### src/rtl/alu_pkg.sv
// rtl/alu_pkg.sv - shared shift-unit select codes, data width and result-entry type
package alu_pkg;

  localparam int ALU_WIDTH = 4;

  localparam logic [1:0] SEL_LSL = 2'b00;
  localparam logic [1:0] SEL_LSR = 2'b01;
  localparam logic [1:0] SEL_ASR = 2'b10;
  localparam logic [1:0] SEL_INV = 2'b11;

  typedef struct packed {
    logic [ALU_WIDTH-1:0] result;
    logic [1:0]           sel;
    logic                 zero;
    logic                 neg;
    logic                 lost;
    logic                 invalid;
  } entry_t;

endpackage

### src/rtl/shift_flag_gen.sv
// rtl/shift_flag_gen.sv - builds a buffered result entry and its status flags from shifter operands
module shift_flag_gen
  import alu_pkg::*;
(
  input  logic [ALU_WIDTH-1:0] i_operand,
  input  logic [ALU_WIDTH-1:0] i_amount,
  input  logic [1:0]           i_sel,
  input  logic [ALU_WIDTH-1:0] i_result,
  output entry_t               o_entry
);

  localparam logic [ALU_WIDTH-1:0] ONES = '1;

  logic [ALU_WIDTH-1:0] w_left_mask;
  logic [ALU_WIDTH-1:0] w_right_mask;

  // Mask of bits that leave the word; an amount >= width yields an all-ones mask, zero yields none.
  assign w_left_mask  = ~(ONES >> i_amount);
  assign w_right_mask = ~(ONES << i_amount);

  always_comb begin
    o_entry     = '0;
    o_entry.sel = i_sel;
    if (i_sel == SEL_INV) begin
      o_entry.invalid = 1'b1;
      o_entry.zero    = 1'b1;
    end else begin
      o_entry.result = i_result;
      o_entry.zero   = (i_result == '0);
      o_entry.neg    = i_result[ALU_WIDTH-1];
      if (i_sel == SEL_LSL) begin
        o_entry.lost = |(i_operand & w_left_mask);
      end else begin
        o_entry.lost = |(i_operand & w_right_mask);
      end
    end
  end

endmodule

### src/rtl/shift_result_stage.sv
// rtl/shift_result_stage.sv - two-entry registered result buffer behind the shift unit with op counter
module shift_result_stage
  import alu_pkg::*;
#(
  parameter int WIDTH = ALU_WIDTH,
  parameter int DEPTH = 2,
  parameter int CNT_W = 8
) (
  input  logic             clk,
  input  logic             rst_n,
  input  logic             in_valid,
  output logic             in_ready,
  input  logic [WIDTH-1:0] in_operand,
  input  logic [WIDTH-1:0] in_amount,
  input  logic [1:0]       in_sel,
  input  logic [WIDTH-1:0] in_result,
  output logic             out_valid,
  input  logic             out_ready,
  output logic [WIDTH-1:0] out_result,
  output logic [1:0]       out_sel,
  output logic             out_zero,
  output logic             out_neg,
  output logic             out_lost,
  output logic             out_invalid,
  output logic [CNT_W-1:0] op_count,
  input  logic             cnt_clr
);

  entry_t           r_mem [2];
  logic             r_head;
  logic [1:0]       r_count;
  logic [CNT_W-1:0] r_op_count;

  entry_t w_entry;
  entry_t w_head;
  logic   w_push;
  logic   w_pop;
  logic   w_wr_idx;

  shift_flag_gen u_flag_gen (
    .i_operand (in_operand),
    .i_amount  (in_amount),
    .i_sel     (in_sel),
    .i_result  (in_result),
    .o_entry   (w_entry)
  );

  assign in_ready  = (r_count < 2'(DEPTH));
  assign out_valid = (r_count != 2'd0);
  assign w_push    = in_valid && in_ready;
  assign w_pop     = out_valid && out_ready;
  // Tail slot; at count=1 this is the slot the head moves to when a pop coincides.
  assign w_wr_idx  = r_head ^ r_count[0];

  always_ff @(posedge clk or negedge rst_n) begin
    if (!rst_n) begin
      r_mem[0] <= '0;
      r_mem[1] <= '0;
      r_head   <= 1'b0;
      r_count  <= 2'd0;
    end else begin
      if (w_push) begin
        r_mem[w_wr_idx] <= w_entry;
      end
      if (w_pop) begin
        r_head <= ~r_head;
      end
      case ({w_push, w_pop})
        2'b10:   r_count <= r_count + 2'd1;
        2'b01:   r_count <= r_count - 2'd1;
        default: r_count <= r_count;
      endcase
    end
  end

  always_ff @(posedge clk or negedge rst_n) begin
    if (!rst_n) begin
      r_op_count <= '0;
    end else if (cnt_clr) begin
      r_op_count <= '0;
    end else if (w_pop && !(&r_op_count)) begin
      r_op_count <= r_op_count + 1'b1;
    end
  end

  assign w_head      = r_mem[r_head];
  assign out_result  = w_head.result;
  assign out_sel     = w_head.sel;
  assign out_zero    = w_head.zero;
  assign out_neg     = w_head.neg;
  assign out_lost    = w_head.lost;
  assign out_invalid = w_head.invalid;
  assign op_count    = r_op_count;

endmodule

### config.mk
export PLATFORM = sky130hd
export DESIGN_NAME = shift_result_stage
export DESIGN_NICKNAME = d
export VERILOG_FILES = /design/src/rtl/alu_pkg.sv /design/src/rtl/shift_flag_gen.sv /design/src/rtl/shift_result_stage.sv
export SDC_FILE = /design/constraint.sdc
export NUM_CORES = 1
export LEC_CHECK = 0
export ABC_AREA = 1
export BUFFER_PORTS_ARGS = -buffer_cell sky130_fd_sc_hd__buf_2
export CORE_ASPECT_RATIO = 1.5
export CORE_UTILIZATION = 55
export CTS_BUF_LIST = sky130_fd_sc_hd__clkbuf_2
export DETAILED_ROUTE_END_ITERATION = 8
export PLACE_DENSITY = 0.81
export SLEW_MARGIN = 20
export SYNTH_ARGS = -nofsm -noshare
export SYNTH_HDL_FRONTEND = slang
export SYNTH_SLANG_ARGS = --single-unit
### constraint.sdc
create_clock -name clk -period 1.9 [get_ports clk]
set_input_delay 0.095 -clock clk [delete_from_list [all_inputs] [get_ports clk]]
set_output_delay 0.095 -clock clk [all_outputs]
set_load 0.01 [all_outputs]
## Word level (Yosys, flattened, before mapping)

Index checks and enable logic that the tools add are counted.
W data, S select, Z words.

| storage, ports and cells | value |
|---|---|
| register bits | 31 |
| input bits | 19 |
| output and inout bits | 20 |
| word-level logic and storage cells | 62 |

| cells by class | value |
|---|---|
| add/subtract/negate cells | 3 |
| $lt $le $gt $ge | 4 |
| equal/unequal tests | 3 |
| shifts and indexed selects | 2 |
| multiplexer cells | 14 |
| bitwise operators | 8 |
| reductions and logical operators | 13 |

Operator list:

| cell | number |
|---|---|
| $mux W10 | 4 |
| $bwmux W20 | 1 |
| $mux W8 | 2 |
| $demux W10 S1 | 1 |
| $add A8 B1 Y8 const B | 1 |
| $and A4 B4 Y4 | 2 |
| $not A4 Y4 | 2 |
| $reduce_and A8 Y1 | 1 |
| $reduce_or A4 Y1 | 2 |
| $reduce_bool A2 Y1 | 3 |
| $eq A2 B2 Y1 const B | 2 |
| $ge A2 B2 Y1 const B | 2 |
| $logic_and A1 B1 Y1 | 4 |
| $logic_not A4 Y1 | 1 |
| $mux W4 | 1 |
| $not A1 Y2 | 2 |
| $pmux W2 S2 | 1 |
| $shl A4 B4 Y4 const A | 1 |
| $shr A4 B4 Y4 const A | 1 |
| $mux W1 | 3 |
| $add A2 B1 Y2 const B | 1 |
| $eq A2 B1 Y1 const B | 1 |
| $logic_not A2 Y1 | 1 |
| $lt A2 B1 Y1 const B | 1 |
| other kinds (6) | 6 |

## Longest topological paths before layout

| logic depth | value |
|---|---|
| depth after elaboration | 7 |
| depth in mapped cells | 9 |
| gate-level depth less buffers | 9 |

## By module

From an unflattened synthesis, not the netlist that was laid out.

| second synthesis, totals | value |
|---|---|
| cells, all modules | 227 |
| area, all modules | 1780.5 um2 |

Modules (own cells, without submodules):

| module | times used | cells each | area each (um2) | sequential area each (um2) |
|---|---|---|---|---|
| shift_result_stage | 1 | 194 | 1625.3 | 775.7 |
| shift_flag_gen | 1 | 33 | 155.1 | 0.0 |

## Worst setup path before layout

OpenSTA, ideal clock, no wires.

| timing path | value |
|---|---|
| kind | register to register |
| start point | reg r_count[0] |
| end point | reg r_count[1] |
| setup time | 131 ps |
| arrival | 1443 ps |
| required time | 1769 ps |
| setup slack | 326 ps |
| cell stages (with the launch flop) | 8 |
| buffers on the path | 0 |
| clock period less this slack | 1574 ps |
| cell sequence | dfrtp_1 or2_4 nand2_4 inv_4 ha_1 a21oi_1 o21ai_0 xor2_1 |

| on the way | value |
|---|---|
| cells in the longest elaborated chain, start to end | 4 |
| elaborated cells between the ends (all ways) | 10 |
| classes of those cells | 2 x add/sub; 1 x order compare; 2 x eq/ne; 1 x mux; 4 x reduce/logical |

RTL lines:

| what | RTL line | RTL |
|---|---|---|
| start, declared | shift_result_stage.sv:31 | `logic [1:0] r_count;` |
| start signal, assigned | shift_result_stage.sv:69 | `2'b10: r_count <= r_count + 2'd1;` |
| start signal, assigned | shift_result_stage.sv:70 | `2'b01: r_count <= r_count - 2'd1;` |
| start signal, assigned | shift_result_stage.sv:71 | `default: r_count <= r_count;` |
| $reduce_bool A2 Y1 * | shift_result_stage.sv:49 | `assign out_valid = (r_count != 2'd0);` |
| named net out_valid | shift_result_stage.sv:17 | `output logic out_valid,` |
| $logic_and A1 B1 Y1 * | shift_result_stage.sv:51 | `assign w_pop = out_valid && out_ready;` |
| named net w_pop | shift_result_stage.sv:37 | `logic w_pop;` |
| $eq A2 B1 Y1 / $eq A2 B2 Y1 (equally long branches) | shift_result_stage.sv:68 | `case ({w_push, w_pop})` |
| $pmux W2 S2 / $reduce_bool A2 Y1 (equally long branches) | - |  |

The timed path passes the listed nets; every way through them passes the cells marked *.
A chain may end at the register's enable or synchronous reset.

## Final worst setup path

| timing path | value |
|---|---|
| start point | reg r_count[0] |
| end point | reg r_count[1] |

| on the way | value |
|---|---|
| cells in the longest elaborated chain, start to end | 4 |
| elaborated cells between the ends (all ways) | 10 |
| classes of those cells | 2 x add/sub; 1 x order compare; 2 x eq/ne; 1 x mux; 4 x reduce/logical |

RTL lines:

| what | RTL line |
|---|---|
| $reduce_bool A2 Y1 * | shift_result_stage.sv:49 |
| $logic_and A1 B1 Y1 * | shift_result_stage.sv:51 |
| named net w_pop | shift_result_stage.sv:37 |
| $eq A2 B1 Y1 / $eq A2 B2 Y1 (equally long branches) | shift_result_stage.sv:68 |
| $pmux W2 S2 / $reduce_bool A2 Y1 (equally long branches) | - |

Marked as above.

==> summary.md <==
| Metric | Value |
|---|---|
| Status | `finished clean` |
| Final Cycle Share | `86.8%` |
| Comb pwr share | `46.3%` |
| Clk_skew | `~0.0091 ns` |
| Dpl hpwl | `between 2 and 2.5 mm` |
| #FFs+latches synth | `29` |
| Multi-input gate area | `731 um2` |
| CP max stage delay | `0.46 ns` |
| Max Root-Sink Buffers | `2` |
| Reg-to-reg startpoint | `r_count[0]` |
| Core area | `0.00273 mm2` |
| P_int | `1.36 mW` |
| Syn_nets | `222` |
| CP max-delay cell | `dfrtp_1` |
| Drt via density | `4.78` |
| Max FO, Critical Path | `5` |
| TritonRoute pass-1 iters | `4` |
| Ant. Diodes | `0` |
| Final ANT Viol Nets | `0` |
| Crit path cell chain | `or2_4 > nand2_4 > inv_4 > ha_1 > a21oi_1 > o21ai_0 > xor2_1` |
| Pwr per Cell Area | `1260 mW/mm2` |
| Drt total wl | `3.12 mm` |
| # IOs | `39` |
| Crit Path Category | `reg -> reg` |
| Global-route wire length before repair | `5.25 mm` |
| TritonCTS clock tree | `yes` |
| Placer Congestion | `0.759` |
| Fin nets | `264` |
| Clock Power Share | `~13%` |
| CP startpoint kind | `register` |
| CP bufs+invs | `1` |
| Slew @ Worst Pin | `0.623 ns` |
| Minimum clock period | `about 1.6 ns` |
| Sequential cell area | `726 um2` |
| Post-CTS sizing | `0` |
| Pre-CTS WS | `0.271 ns` |
| Root Driver | `clkbuf_2` |
| Post-CTS setup buffers | `0` |
| Setup ws final | `~0.25 ns` |
| GRT overflow | `0` |
| Hold Crit Class | `in -> reg` |
| F_max | `606 MHz` |
| Synth cell types | `27` |
| Largest net degree at the start of global routing | `30` |
| Area of the mapped netlist | `0.00161 mm2` |
| GRT Util Overall | `approximately a quarter` |
| Clock latency on the worst-skew pair | `0.36 ns` |
| CP endpoint kind | `register` |
| DRC | `0` |
| Seq pwr share | `between 40% and 50%` |
| Layout cells sized above 1 | `28.3%` |
| Mean post-synth cell area | `7.99 um2` |
| Final hold vios | `0` |
| WP data arrival | `around 1.9 ns` |
| CP delay by family, top | `flip-flops` |
| H-tree levels | `2` |
| Design Area, Final | `0.00185 mm2` |
| Fill count | `259` |
| Number of global-route vias before repair | `roughly 1,300` |
| Layout Area Growth over Synthesis | `15.3%` |
| Post-DR wirelength/cell | `11.1 um` |
| Clk pin slew, worst setup/hold paths | `0.15 ns` |
| Die ar. | `0.00315 mm2` |
| Die Ht | `a little under 70 um` |
| CTS sink cnt | `29` |
| Final-report max-slew violation count | `0` |
| Sw Ratio | `between 40% and 50%` |
| Via count | `around 1,300` |
| Total CTS buffers | `5` |
| Synth Instances | `between 200 and 250` |
| IO Port Bufs | `38` |
| Max_slew headroom | `58.5%` |
| Yosys warnings | `0` |
| Placed inst area | `around 0.0018 mm2` |
| TNS Setup | `0 ns` |
| RSZ-0062 raised after global routing | `false` |
| Leakage | `1.05 nW` |
| Initial antenna violation count | `0` |
| Worst VDD drop | `0.746 mV` |
| Chip Width | `around 46 um` |
| Cell Rows | `23` |
| Max-Cap Viols | `0` |
| Worst endpoint required time | `2.15 ns` |
| Initial Utilization | `58.8%` |
| Register area share after synthesis | `45.2%` |
| Switching power total | `974 uW` |
| Hold Crit Start | `cnt_clr` |
| CP startpoint | `r_count[0]` |
| Finish-stage setup viols | `0` |
| 1st-iter DRT viols | `40` |
## state kept, by name, indices dropped and copies added (netlist names)
| signal | cells |
|---|---|
| r_mem | 18 |
| op_count | 8 |
| r_count | 2 |
| r_head | 1 |
## placed cells by master (no fill, tap or decap), types with 2 or more instances in the layout
master	n
nand2_4	3
dfrtp_1	29
nor2_4	2
clkbuf_2	5
a21oi_1	3
o21ai_0	18
buf_2	38
xnor2_1	3
mux2_2	3
clkinv_1	2
ha_1	2
nor2_1	13
nand3_1	9
nand2_1	65
nand2_2	5
inv_1	21
inv_2	3
xor2_1	6
or2_2	2
o21ai_1	2
## layer usage
layer,vias up,track usage (%),wire length (um)
met5,-,0,0
met4,0,8.82,67
met3,6,7.12,102
met2,28,41.5,1620
met1,609,25.7,1330
li1,701,-,-
## timing repair
action,4_1_cts,5_1_grt
endpoints found under the setup margin,0,0
hold endpoints to repair,29,0
hold buffers,1,0
## synth_stat cells
cell type  instances  area, um2
or2_4              1       8.76
nand2_4            3       33.8
inv_2              3       11.3
ha_1               2       25.0
nor2_2             1       6.26
a21oi_2            1       8.76
nor2_1            13       48.8
dfrtp_1           29        726
xor2_1             6       52.6
nand3_2            1       10.0
o21ai_0           18       90.1
or2_2              2       12.5
mux2_2             3       33.8
xnor2_1            3       26.3
nand2_1           65        244
o21ai_1            2       10.0
buf_6              3       33.8
clkbuf_1           1       3.75
nor2_4             2       22.5
inv_6              1       8.76
nand3_1            9       45.0
nand4_1            1       6.26
inv_1             21       78.8
a21oi_1            3       15.0
nand2_2            5       31.3
inv_4              1       6.26
buf_4              1       7.51
## final cells by class
class	instances	share of cell area (%)
Tap cell	37	2.50
Inverter	26	5.67
Sequential cell	29	39.2
Clock inverter	3	0.675
Clock buffer	5	1.35
Multi-Input combinational cell	141	39.4
Timing Repair Buffer	40	11.2
## tightest hold or removal path, delay by kind of cell
family	cells	cell delay, ns
buf+inv	1	0.11
simple gates	3	0.15
## cell families (layout without fill, tap and decap cells)
family	count (synthesis)	in the layout	synth area share, %
adder cells (fa/ha/maj)	2	2	1.56
multiplexers	3	3	2.10
flip-flops	29	29	45.2
AO/OA/AOI/OAI	24	24	7.71
AND/OR/NAND/NOR	103	103	29.2
XOR/XNOR	9	9	4.91
buffers and inverters	31	74	9.35
## per-stage QoR
step	power, mW	util (%)	cells	hold slack, ns
after floorplan	1.78	-	201	-0.201
after global placement	2.02	66.0	272	0.155
after detailed placement	2.06	66.0	272	0.154
after CTS	2.36	67.8	281	0.00183
after global routing	2.56	67.8	281	0.0157
final	2.34	67.8	281	0.0237
## power by group through the flow
stage	clock network, mW	logic [mW]	registers (mW)
floorplan	0	0.840	0.944
global placement	0	1.06	0.961
detailed placement	0	1.09	0.973
CTS	0.306	1.09	0.959
global route	0.328	1.25	0.985
finish	0.296	1.08	0.959
## final timing paths
check / to / slack, ns / cells past startpoint
max: r_count[1] / 0.25 / 7
min: op_count[4] / 0.02 / 4
max reg2reg: r_count[1] / 0.25 / 7
min reg2reg: r_mem[1] / 0.49 / 2
max in group asynchronous: op_count[0] / 1.22 / 2
min in group asynchronous: r_mem[8] / 0.26 / 2
(Power assumes the default switching activity.)
